`src/rtl/fetch_unit.sv`:
```
// fetch_unit: mARC instruction fetch front end (PC, imem req/ack, instruction register).
// Optional one-entry prefetch buffer enabled by defining FETCH_PREFETCH_EN.
module fetch_unit #(
    parameter int ADDR_W = 16,
    parameter logic [ADDR_W-1:0] RESET_PC = '0
) (
    input  logic              clk,
    input  logic              reset,
    output logic              mem_req,
    output logic [ADDR_W-1:0] mem_addr,
    input  logic              mem_ack,
    input  logic [15:0]       mem_rdata,
    output logic [15:0]       instruction,
    output logic              instr_valid,
    input  logic              instr_next,
    output logic [ADDR_W-1:0] pc,
    input  logic              redirect,
    input  logic [ADDR_W-1:0] redirect_pc
);
    typedef enum logic [1:0] {RST, REQ, HOLD} state_e;

    state_e            state_q, state_d;
    logic              req_q, req_d;
    logic              valid_q, valid_d;
    logic              squash_q, squash_d;
    logic [ADDR_W-1:0] addr_q, addr_d;
    logic [ADDR_W-1:0] pc_q, pc_d;
    logic [15:0]       instr_q, instr_d;
    logic [ADDR_W-1:0] pc_inc;
    logic              ack;

    assign ack    = req_q && mem_ack;
    assign pc_inc = pc_q + ADDR_W'(1);

`ifdef FETCH_PREFETCH_EN
    logic [15:0]       pbuf_q, pbuf_d;
    logic              pbuf_valid_q, pbuf_valid_d;
    logic [ADDR_W-1:0] pc_inc2;
    assign pc_inc2 = pc_q + ADDR_W'(2);
`endif

    // State and output registers; reset drops any request in flight.
    always_ff @(posedge clk) begin
        if (!reset) begin
            state_q  <= RST;
            req_q    <= 1'b0;
            valid_q  <= 1'b0;
            squash_q <= 1'b0;
            addr_q   <= RESET_PC;
            pc_q     <= RESET_PC;
            instr_q  <= 16'h0000;
`ifdef FETCH_PREFETCH_EN
            pbuf_q       <= 16'h0000;
            pbuf_valid_q <= 1'b0;
`endif
        end else begin
            state_q  <= state_d;
            req_q    <= req_d;
            valid_q  <= valid_d;
            squash_q <= squash_d;
            addr_q   <= addr_d;
            pc_q     <= pc_d;
            instr_q  <= instr_d;
`ifdef FETCH_PREFETCH_EN
            pbuf_q       <= pbuf_d;
            pbuf_valid_q <= pbuf_valid_d;
`endif
        end
    end

    // Next state: redirect beats retire and ack; a squashed ack is swallowed before refetching.
    always_comb begin
        state_d  = state_q;
        req_d    = req_q;
        valid_d  = valid_q;
        squash_d = squash_q;
        addr_d   = addr_q;
        pc_d     = pc_q;
        instr_d  = instr_q;
`ifdef FETCH_PREFETCH_EN
        pbuf_d       = pbuf_q;
        pbuf_valid_d = pbuf_valid_q;
`endif
        if (state_q == RST) begin
            state_d = REQ;
            req_d   = 1'b1;
            addr_d  = pc_q;
        end else if (redirect) begin
            pc_d    = redirect_pc;
            valid_d = 1'b0;
            state_d = REQ;
`ifdef FETCH_PREFETCH_EN
            pbuf_valid_d = 1'b0;
`endif
            if (!req_q) begin
                req_d  = 1'b1;
                addr_d = redirect_pc;
            end else if (mem_ack) begin
                req_d    = 1'b0;
                squash_d = 1'b0;
            end else begin
                squash_d = 1'b1;
            end
        end else if (squash_q) begin
            if (ack) begin
                req_d    = 1'b0;
                squash_d = 1'b0;
            end
        end else if (state_q == REQ) begin
            if (!req_q) begin
                req_d  = 1'b1;
                addr_d = pc_q;
            end else if (mem_ack) begin
                instr_d = mem_rdata;
                valid_d = 1'b1;
                req_d   = 1'b0;
                state_d = HOLD;
            end
        end else begin
`ifdef FETCH_PREFETCH_EN
            if (instr_next) begin
                pc_d = pc_inc;
                if (pbuf_valid_q || ack) begin
                    instr_d      = pbuf_valid_q ? pbuf_q : mem_rdata;
                    pbuf_valid_d = 1'b0;
                    req_d        = 1'b1;
                    addr_d       = pc_inc2;
                end else begin
                    valid_d = 1'b0;
                    state_d = REQ;
                    req_d   = 1'b1;
                    addr_d  = pc_inc;
                end
            end else if (ack) begin
                pbuf_d       = mem_rdata;
                pbuf_valid_d = 1'b1;
                req_d        = 1'b0;
            end else if (!req_q && !pbuf_valid_q) begin
                req_d  = 1'b1;
                addr_d = pc_inc;
            end
`else
            if (instr_next) begin
                valid_d = 1'b0;
                pc_d    = pc_inc;
                addr_d  = pc_inc;
                req_d   = 1'b1;
                state_d = REQ;
            end
`endif
        end
    end

    assign mem_req     = req_q;
    assign mem_addr    = addr_q;
    assign instruction = instr_q;
    assign instr_valid = valid_q;
    assign pc          = pc_q;
endmodule

```
`config.mk`:
```
export PLATFORM = sky130hd
export DESIGN_NAME = fetch_unit
export DESIGN_NICKNAME = d
export VERILOG_FILES = /design/src/rtl/fetch_unit.sv
export SDC_FILE = /design/constraint.sdc
export NUM_CORES = 1
export LEC_CHECK = 0
export ABC_AREA = 1
export CELL_PAD_IN_SITES_DETAIL_PLACEMENT = 2
export CELL_PAD_IN_SITES_GLOBAL_PLACEMENT = 2
export CORE_MARGIN = 2
export CORE_UTILIZATION = 26
export CTS_CLUSTER_SIZE = 10
export DETAILED_ROUTE_END_ITERATION = 8
export PLACE_DENSITY = 0.9
export SYNTH_ARGS = -nofsm -noshare
export SYNTH_HDL_FRONTEND = slang
export SYNTH_SLANG_ARGS = --single-unit
```
`constraint.sdc`:
```
create_clock -name clk -period 2.1 [get_ports clk]
set_input_delay 0.42 -clock clk [delete_from_list [all_inputs] [get_ports clk]]
set_output_delay 0.42 -clock clk [all_outputs]
set_load 0.02 [all_outputs]
```
==> flow_metrics.tcl, run 1 <==
set metrics [dict create \
    outcome "complete, no violations" \
    setup_slack_reg_to_reg_ps 250 \
    drcViolationCount 0 \
    die_h_um 107 \
    drv_slew 0 \
    buffers_and_inverters_on_the_worst_path 1 \
    slowest_stage "sky130_fd_sc_hd__clkdlybuf4s50_1" \
    worstReg2RegEnd "mem_addr[4]" \
    grt_antenna_before_repair 0 \
    largest_net_degree_at_the_start_of_global_routing 21 \
    syn-num-nets 445 \
    finalHoldViolations 0 \
    finalWeightedCongestion 0.815 \
    ctsResizeCount 0 \
    yosys_top_cell_area_share_pct 38.2 \
    p_leak_nw 1.48 \
    finalCoreUtilization_pct 38.1 \
    cts.repair_timing.setup_buffer_count 0 \
    fill_cells 1243 \
    detailed_place.area_mm2 0.00383 \
    largest_fanout_of_any_net_on_the_critical_path 7 \
    synth_cell_types 30 \
    synth_seq_area_share_pct 38.2 \
    cts_buffer_depth 2 \
    final_report_setup_violation_count 0 \
    ff2ff_path_depth 8 \
    crit_chain "clkdlybuf4s50_1" \
    tritoncts.num_buffers 5 \
    detail_route.wirelength_mm 11.1 \
    groute.usage.overall_pct 19.7 \
    gr-total-overflow 0 \
    drv_cap 0 \
    synth.most_common_cell "sky130_fd_sc_hd__nand2_1" \
    asyncSetResetFlopFracSynth_pct 0 \
    total_power_consumption_mw 2.77 \
    synth.cells.most_frequent "sky130_fd_sc_hd__nand2_1, sky130_fd_sc_hd__dfxtp_1, sky130_fd_sc_hd__nor2_1" \
    synth.cell_area_mm2 0.00278 \
    critPathArrivalTime_ps 1510 \
    timing.max_slew.rel_slack_pct 71.5 \
    setup_total_negative_slack_ps 0 \
    critPathRequiredTime_ps 1680 \
    hold_path_cell_cnt 2 \
    min_from "instr_valid" \
    powerDensity_mw_per_mm2 702 \
    critPathKind "reg -> out" \
    synth.area.top_cells "sky130_fd_sc_hd__dfxtp_1, sky130_fd_sc_hd__nand2_1, sky130_fd_sc_hd__nor2_1" \
    clkTransAtPathRegs_ps 110 \
    die_width_um 107 \
    flow.area_growth_from_synthesis_pct 42.1 \
    drt_iter0_drc 102 \
    path_delay_family "buffers and inverters" \
    io_pins 87 \
    antenna_violating_nets_post_route 0 \
    post_synth_inst_count 407 \
    critical_path_source "pc[4]" \
    irDropWorstVdd_uv 369 \
    avgRoutedWirePerCell_um 17.6 \
    starting_density_of_the_core_pct 26.8 \
    synth_seq_cells 53 \
    grt_setup_unrepaired "no" \
    clock-sinks 53 \
    cts.htree.levels 2 \
    final_critical_path_time_including_i_o_delays_and_setup_ps 1930 \
    worst_setup_sp_type "register" \
    ys_warn_count 0 \
    vias 3192 \
    regToRegStartpoint "pc[1]" \
    via_count_of_the_first_global_routing_pass 3585 \
    firstDrtPassIters 4 \
    synth_area_per_cell_um2 6.83 \
    synth_enable_flop_cells 0 \
    later_pin_clock_latency_in_the_skew_report_ps 320 \
    port_buffers 86 \
    clock.fmax_mhz 517 \
    detailedPlacementHpwl_mm 8.06 \
    post-route-cell-area_mm2 0.00395 \
    worst_path_largest_cell_delay_ps 670 \
    nets 532 \
    post_route_cells_drive_above_1_share_pct 10.3 \
    hold_slack_ps 467 \
    design.core.area_mm2 0.0104 \
    min_period_over_period_pct 92.1 \
    full_die_area_mm2 0.0115 \
    worst_pin_slew_ps 427 \
    critPathCaptureType "output port" \
    num_antenna_cells 0 \
    viasPerCell 5.06 \
    cts_tree "done" \
    worstHoldPathType "reg -> reg" \
    flip_flop_cell_with_the_highest_count_after_synthesis "sky130_fd_sc_hd__dfxtp_1" \
    cts.hold.buffers_added 0 \
    hold-path-endpoint "instr_valid" \
    netlist.top_cell.by_area "sky130_fd_sc_hd__dfxtp_1" \
    std_cell_rows 37 \
    wire_length_of_the_first_global_routing_pass_mm 18.2 \
    root_buffer "sky130_fd_sc_hd__clkbuf_8" \
    fin_skew_ps 7.93 \
]
-- cells by family after synthesis --
kind of cell / after synthesis / share of synthesized area, %
compound gates: 114 / 22.0
buf+inv: 47 / 8.19
xor+xnor: 7 / 2.21
flops: 53 / 38.2
simple gates: 185 / 29.0
fa+ha+maj: 1 / 0.450
-- layer usage --
metal	vias up	global-route usage, %	wire [um]
met5	-	0	0
met4	0	3.21	120
met2	79	36.8	5600
met3	10	2.91	462
met1	1581	24.1	4900
li1	1522	-	-
-- sequential cells by signal (all words and copies together), names as in the netlist --
register / flops
mem_addr: 16
state_q: 2
mem_req: 1
instruction: 16
instr_valid: 1
squash_q: 1
pc: 16
-- worst max path at each step --
stage | end | slack, ps | depth (start not counted)
floorplan | mem_addr[10] | 550 | 9
CTS | pc[4] | 160 | 1
detailed placement | mem_addr[0] | -60 | 10
global placement | mem_addr[0] | 40 | 10
global route | pc[8] | 70 | 8
finish | pc[4] | 170 | 1
-- where the power goes --
| group | total, mW | internal, mW | switching, mW |
|---|---|---|---|
| clock network | 0.764 | 0.389 | 0.375 |
| logic | 0.818 | 0.358 | 0.460 |
| registers | 1.19 | 1.09 | 0.0964 |
| total | 2.77 | 1.84 | 0.932 |
-- cell usage in the layout, fill, tap and decap left out, types with 6 or more instances in the layout --
cell	n
sky130_fd_sc_hd__a21oi_1	35
sky130_fd_sc_hd__a31oi_1	13
sky130_fd_sc_hd__buf_4	12
sky130_fd_sc_hd__clkbuf_8	6
sky130_fd_sc_hd__clkdlybuf4s50_1	86
sky130_fd_sc_hd__dfxtp_1	53
sky130_fd_sc_hd__inv_1	14
sky130_fd_sc_hd__inv_2	12
sky130_fd_sc_hd__nand2_1	94
sky130_fd_sc_hd__nand2_2	6
sky130_fd_sc_hd__nand3_1	17
sky130_fd_sc_hd__nor2_1	48
sky130_fd_sc_hd__o21ai_0	26
sky130_fd_sc_hd__o21ai_1	32
-- cell type report --
cell class	instances	area, um^2	area share (%)
multi-input combinational	307	1490	37.7
sequential	53	1060	26.9
timing repair buffer	101	1010	25.6
tap	136	170	4.31
inverter	26	97.6	2.47
clock buffer	6	82.6	2.09
clock inverter	2	37.5	0.950
-- metrics by stage --
step                instances  setup slack (ps)
floorplan                 407               551
global placement          623              37.8
detailed placement        623             -62.4
CTS                       631               162
global route              631              73.9
finish                    631               167
(Power assumes the default switching activity.)
==> inputs of run 2 (changes only) <==
--- a/config.mk
+++ b/config.mk
@@ -12,7 +12,9 @@
 export CORE_UTILIZATION = 26
 export CTS_CLUSTER_SIZE = 10
 export DETAILED_ROUTE_END_ITERATION = 8
+export GPL_ROUTABILITY_DRIVEN = 0
 export PLACE_DENSITY = 0.9
+export SETUP_SLACK_MARGIN = 0.3
 export SYNTH_ARGS = -nofsm -noshare
 export SYNTH_HDL_FRONTEND = slang
 export SYNTH_SLANG_ARGS = --single-unit
==> run 2 against run 1 <==
Clock-buffer cell count stayed put. Critical path depth is 9 higher. First-iteration DRC count is 30% lower. Register-to-register slack better by 170 ps. Wire length is 7.0% higher. Core utilization is 1.5 points higher. Global-route usage hardly changed. Clock skew is 1.1 ps lower. Sequential share of layout area is 0.88 points lower. Die area stayed put. Design area is 3.9% higher. Setup slack better by 160 ps. Largest cell class unchanged.
==> flow_metrics.tcl, run 2 (synthesis results as in run 1) <==
set metrics [dict create \
    outcome "complete, no violations" \
    viasPerCell 5.12 \
    drt_iter0_drc 71 \
    critPathCaptureType "register" \
    worstHoldPathType "reg -> reg" \
    starting_density_of_the_core_pct 26.8 \
    design.core.area_mm2 0.0104 \
    critPathRequiredTime_ps 2340 \
    buffers_and_inverters_on_the_worst_path 5 \
    pwr-share-comb_pct 30.7 \
    place_ws_ps -62.4 \
    worst_pin_slew_ps 394 \
    detailed_place.area_mm2 0.00383 \
    seq_power_share_pct 42.1 \
    drv_cap 0 \
    num_antenna_cells 0 \
    std_cell_rows 37 \
    critPathKind "in -> reg" \
    gr-total-overflow 0 \
    tritoncts.num_buffers 5 \
    crit_chain "clkdlybuf4s50_1 -> buf_6 -> buf_4 -> inv_2 -> nor3_1 -> nor2_1 -> nand2_2 -> buf_8 -> a21oi_1 -> a21oi_1" \
    cts.hold.buffers_added 0 \
    path_delay_family "buffers and inverters" \
    crit_top_cell "sky130_fd_sc_hd__a21oi_1" \
    wire_length_of_the_first_global_routing_pass_mm 18.2 \
    grt_setup_unrepaired "yes" \
    final_common_cell "sky130_fd_sc_hd__nand2_1" \
    grt_antenna_before_repair 0 \
    cts_buffer_depth 2 \
    largest_fanout_of_any_net_on_the_critical_path 12 \
    io_pins 87 \
    port_buffers 86 \
    powerDensity_mw_per_mm2 689 \
    root_buffer "sky130_fd_sc_hd__clkbuf_8" \
    critPathArrivalTime_ps 2020 \
    worst_setup_sp_type "input port" \
    slowest_stage "sky130_fd_sc_hd__clkdlybuf4s50_1" \
    detailedPlacementHpwl_mm 8.06 \
    timing.critical_path.depth 10 \
    full_die_area_mm2 0.0115 \
    fin_skew_ps 6.81 \
    clock-sinks 53 \
    avgRoutedWirePerCell_um 18.5 \
    most-common-layout-cells "sky130_fd_sc_hd__nand2_1, sky130_fd_sc_hd__clkdlybuf4s50_1, sky130_fd_sc_hd__dfxtp_1, sky130_fd_sc_hd__nor2_1, sky130_fd_sc_hd__a21oi_1" \
    largest_net_degree_at_the_start_of_global_routing 21 \
    detail_route.wirelength_mm 11.9 \
    clkTransAtPathRegs_ps 110 \
    total_power_consumption_mw 2.83 \
    final_report_setup_violation_count 0 \
    post_route_cells_drive_above_1_share_pct 13.3 \
    p_leak_nw 1.65 \
    finalWorstSetupSlack_ps 323 \
    antenna_violating_nets_post_route 0 \
    clock.fmax_mhz 563 \
    switching_share_pct 34.1 \
    die_width_um 107 \
    ff2ff_path_depth 9 \
    via_count_of_the_first_global_routing_pass 3588 \
    worst_path_largest_cell_delay_ps 470 \
    later_pin_clock_latency_in_the_skew_report_ps 310 \
    final_critical_path_time_including_i_o_delays_and_setup_ps 1780 \
    timing.max_slew.rel_slack_pct 73.5 \
    die_h_um 107 \
    p_sw_mw 0.965 \
    drv_slew 0 \
    firstDrtPassIters 4 \
    fill_cells 1253 \
    hold_path_cell_cnt 2 \
    drcViolationCount 0 \
    setup_total_negative_slack_ps 0 \
    cts_tree "done" \
    finalCoreUtilization_pct 39.6 \
    internal_power_mw 1.87 \
    groute.usage.overall_pct 19.7 \
    min_period_over_period_pct 84.6 \
    finalHoldViolations 0 \
    irDropWorstVdd_uv 362 \
    nets 541 \
    cts.htree.levels 2 \
    vias 3274 \
    post-route-cell-area_mm2 0.00411 \
    flow.area_growth_from_synthesis_pct 47.7 \
    clockPowerShare_pct 27.2 \
]
==> run 2: worst register-to-register path, delay by kind of cell, from the launching register on <==
family,cells,cell delay [ps]
xor gates and xnor gates,1,210
adders and majority gates,1,210
AOI/OAI and AO/OA,1,150
and+or+nand+nor,6,660
DFF,1,400
==> run 2: what timing repair did <==
item,in CTS,in global routing
cloned,0,2
resized for setup,17,17
buffers inserted,0,7
pin swaps,0,2
endpoints found under the setup margin,25,46
==> run 2: power groups by stage <==
stage	clock network [mW]	logic [mW]	registers [mW]
2_1_floorplan	0	0.337	1.29
3_3_place_gp	0	0.778	1.21
3_5_place_dp	0	0.813	1.21
4_1_cts	0.778	0.812	1.19
5_1_grt	0.827	0.944	1.21
6_report	0.769	0.869	1.19
==> run 2: path summary, 6_finish.rpt <==
path,slack (ps),to,start
max,320,mem_addr[10],redirect
max reg2reg,420,mem_addr[10],pc[1]
min,470,instr_valid,instr_valid
min reg2reg,470,instr_valid,instr_valid
==> run 2: layout make-up <==
cell class | instances | area (um^2) | area share (%)
multi-input combinational | 307 | 1510 | 36.9
inverter | 26 | 108 | 2.62
clock inverter | 2 | 37.5 | 0.914
clock buffer | 6 | 82.6 | 2.01
timing repair buffer | 110 | 1130 | 27.5
tap | 136 | 170 | 4.15
sequential | 53 | 1070 | 26.0
==> run 2: routing by layer <==
layer  global-route usage, %  vias to the layer above  routed length (um)
met2                    36.8                       92                6100
li1                        -                     1541                   -
met4                    3.21                        0                 174
met3                    2.91                       16                 481
met1                    24.2                     1625                5090
met5                       0                        -                   0
==> run 2: through the flow <==
| stage | instances | hold WS, ps |
|---|---|---|
| after floorplan | 407 | 485 |
| after global placement | 623 | 448 |
| after detailed placement | 623 | 459 |
| after CTS | 631 | 474 |
| after global routing | 640 | 511 |
| final | 640 | 468 |
==> inputs of run 3 (changes only) <==
--- a/config.mk
+++ b/config.mk
@@ -9,11 +9,11 @@
 export CELL_PAD_IN_SITES_DETAIL_PLACEMENT = 2
 export CELL_PAD_IN_SITES_GLOBAL_PLACEMENT = 2
 export CORE_MARGIN = 2
-export CORE_UTILIZATION = 26
+export CORE_UTILIZATION = 24
 export CTS_CLUSTER_SIZE = 10
 export DETAILED_ROUTE_END_ITERATION = 8
 export GPL_ROUTABILITY_DRIVEN = 0
-export PLACE_DENSITY = 0.9
+export PLACE_DENSITY = 0.84
 export SETUP_SLACK_MARGIN = 0.3
 export SYNTH_ARGS = -nofsm -noshare
 export SYNTH_HDL_FRONTEND = slang
==> constraint.sdc (replaced) <==
create_clock -name clk -period 1.7 [get_ports clk]
set_input_delay 0.34 -clock clk [delete_from_list [all_inputs] [get_ports clk]]
set_output_delay 0.34 -clock clk [all_outputs]
set_load 0.02 [all_outputs]
==> run 3 against run 2 <==
Via count up 11%. Power up 53%. Clock power up 64%. Largest power group is now combinational logic.
==> flow_metrics.tcl, run 3 (synthesis results as in run 1) <==
set metrics [dict create \
    outcome "complete, no violations" \
    cts_tree "done" \
    viasPerCell 5.20 \
    largest_fanout_of_any_net_on_the_critical_path 8 \
    antenna_violating_nets_post_route 0 \
    std_cell_rows 39 \
    tritoncts.num_buffers 5 \
    worst_path_largest_cell_delay_ps 370 \
    final_report_setup_violation_count 0 \
    cts_buffer_depth 2 \
    die_h_um 112 \
    io_pins 87 \
    clock.fmax_mhz 591 \
    crit_top_cell "sky130_fd_sc_hd__buf_12" \
    largest_net_degree_at_the_start_of_global_routing 51 \
    most-common-layout-cells "sky130_fd_sc_hd__nand2_1, sky130_fd_sc_hd__buf_4, sky130_fd_sc_hd__nor2_1, sky130_fd_sc_hd__dlygate4sd2_1, sky130_fd_sc_hd__dfxtp_1" \
    finalHoldViolations 0 \
    place_ws_ps -454 \
    drcViolationCount 0 \
    port_buffers 86 \
    critPathArrivalTime_ps 1870 \
    root_buffer "sky130_fd_sc_hd__clkbuf_16" \
    flow.area_growth_from_synthesis_pct 89.2 \
    via_count_of_the_first_global_routing_pass 4099 \
    critPathKind "reg -> reg" \
    irDropWorstVdd_uv 539 \
    finalWorstSetupSlack_ps 7.83 \
    final_common_cell "sky130_fd_sc_hd__nand2_1" \
    detailedPlacementHpwl_mm 8.48 \
    finalCoreUtilization_pct 46.3 \
    drv_slew 0 \
    worstHoldPathType "reg -> reg" \
    critPathCaptureType "register" \
    starting_density_of_the_core_pct 24.5 \
    nets 596 \
    slowest_stage "sky130_fd_sc_hd__dfxtp_4" \
    later_pin_clock_latency_in_the_skew_report_ps 320 \
    post-route-cell-area_mm2 0.00526 \
    final_critical_path_time_including_i_o_delays_and_setup_ps 1690 \
    wire_length_of_the_first_global_routing_pass_mm 23.9 \
    p_leak_nw 2.21 \
    clock-sinks 53 \
    drt_iter0_drc 164 \
    critPathRequiredTime_ps 1880 \
    detail_route.wirelength_mm 16.9 \
    detailed_place.area_mm2 0.00401 \
    timing.max_slew.rel_slack_pct 72.9 \
    clkTransAtPathRegs_ps 70 \
    total_power_consumption_mw 4.34 \
    die_width_um 112 \
    design.core.area_mm2 0.0114 \
    vias 3650 \
    post_route_cells_drive_above_1_share_pct 41.9 \
    drv_cap 0 \
    setup_slack_reg_to_reg_ps 8 \
    fin_skew_ps 22.8 \
    fill_cells 1270 \
    full_die_area_mm2 0.0125 \
    min_period_over_period_pct 99.5 \
    num_antenna_cells 0 \
    worst_pin_slew_ps 403 \
    path_delay_family "buffers and inverters" \
    gr-total-overflow 0 \
    worst_setup_sp_type "register" \
    powerDensity_mw_per_mm2 825 \
    groute.usage.overall_pct 24.5 \
    firstDrtPassIters 4 \
    avgRoutedWirePerCell_um 24.0 \
    crit_chain "nor2_4 -> inv_4 -> nand2_2 -> nor3_4 -> buf_12 -> buf_12 -> o211ai_1 -> inv_2" \
    grt_setup_unrepaired "yes" \
    grt_antenna_before_repair 0 \
    cts.htree.levels 2 \
    buffers_and_inverters_on_the_worst_path 4 \
]
==> run 3: cell types whose count changed in the layout (fill, tap and decap cells not counted), moves of 9 or more <==
cell	before	now
sky130_fd_sc_hd__dlygate4sd2_1	14	37
sky130_fd_sc_hd__nand2_1	93	79
sky130_fd_sc_hd__clkbuf_2	0	9
sky130_fd_sc_hd__dfxtp_4	0	9
sky130_fd_sc_hd__dfxtp_1	49	36
sky130_fd_sc_hd__a21oi_2	0	10
sky130_fd_sc_hd__o21ai_1	32	15
sky130_fd_sc_hd__buf_6	1	15
sky130_fd_sc_hd__buf_4	16	46
sky130_fd_sc_hd__clkdlybuf4s50_1	69	33
sky130_fd_sc_hd__a21oi_1	35	22
sky130_fd_sc_hd__o21ai_2	0	33
sky130_fd_sc_hd__o21ai_0	26	4
==> run 3: worst paths after layout <==
path	startpoint	end	cells after the start
worst max-delay path	state_q[0]	pc[4]	8
worst min-delay path	instruction[0]	instruction[0]	2
worst max register to register	state_q[0]	pc[4]	8
worst min register to register	instruction[0]	instruction[0]	2
==> run 3: layer usage <==
layer,track usage (%),part of all wire [%],vias to the layer above
met4,8.89,3.3,0
li1,-,-,1659
met2,44.8,51,125
met1,28.5,42,1829
met3,4.35,3.3,37
met5,0,0,-
==> run 3: layout make-up <==
| cell class | count | area (um^2) | area share (%) |
|---|---|---|---|
| clock inverter | 1 | 30.0 | 0.571 |
| sequential | 53 | 1100 | 21.0 |
| multi-input combinational | 307 | 2010 | 38.2 |
| clock buffer | 7 | 143 | 2.71 |
| tap | 143 | 179 | 3.40 |
| timing repair buffer | 163 | 1640 | 31.2 |
| inverter | 26 | 124 | 2.36 |
| timing repair inverter | 2 | 27.5 | 0.523 |
==> run 3: power by group <==
group / switching (mW) / internal [mW]
clock network: 0.526 / 0.739
registers: 0.155 / 1.36
logic: 0.878 / 0.685
==> run 3: through the flow <==
step	cells	hold slack [ps]	setup TNS, ps
detailed placement	645	470	-16520
CTS	689	478	0
global placement	645	450	-11500
global route	702	525	-380
finish	702	493	0
floorplan	407	455	0
==> run 3: worst reg2reg max path: cells and delay by family, from the launching register on <==
kind / cells / cell delay [ps]
buffers and inverters: 4 / 450
DFF: 1 / 370
AOI/OAI and AO/OA: 1 / 350
and+or+nand+nor: 3 / 380
==> run 3: what timing repair did <==
item                       CTS  global route
buffers inserted            31            12
gates resized for setup    194            83
setup endpoints to repair  102            64
gates cloned                 5             1
hold endpoints to repair     0             0
hold buffers                 0             0
pin swaps                   30            19
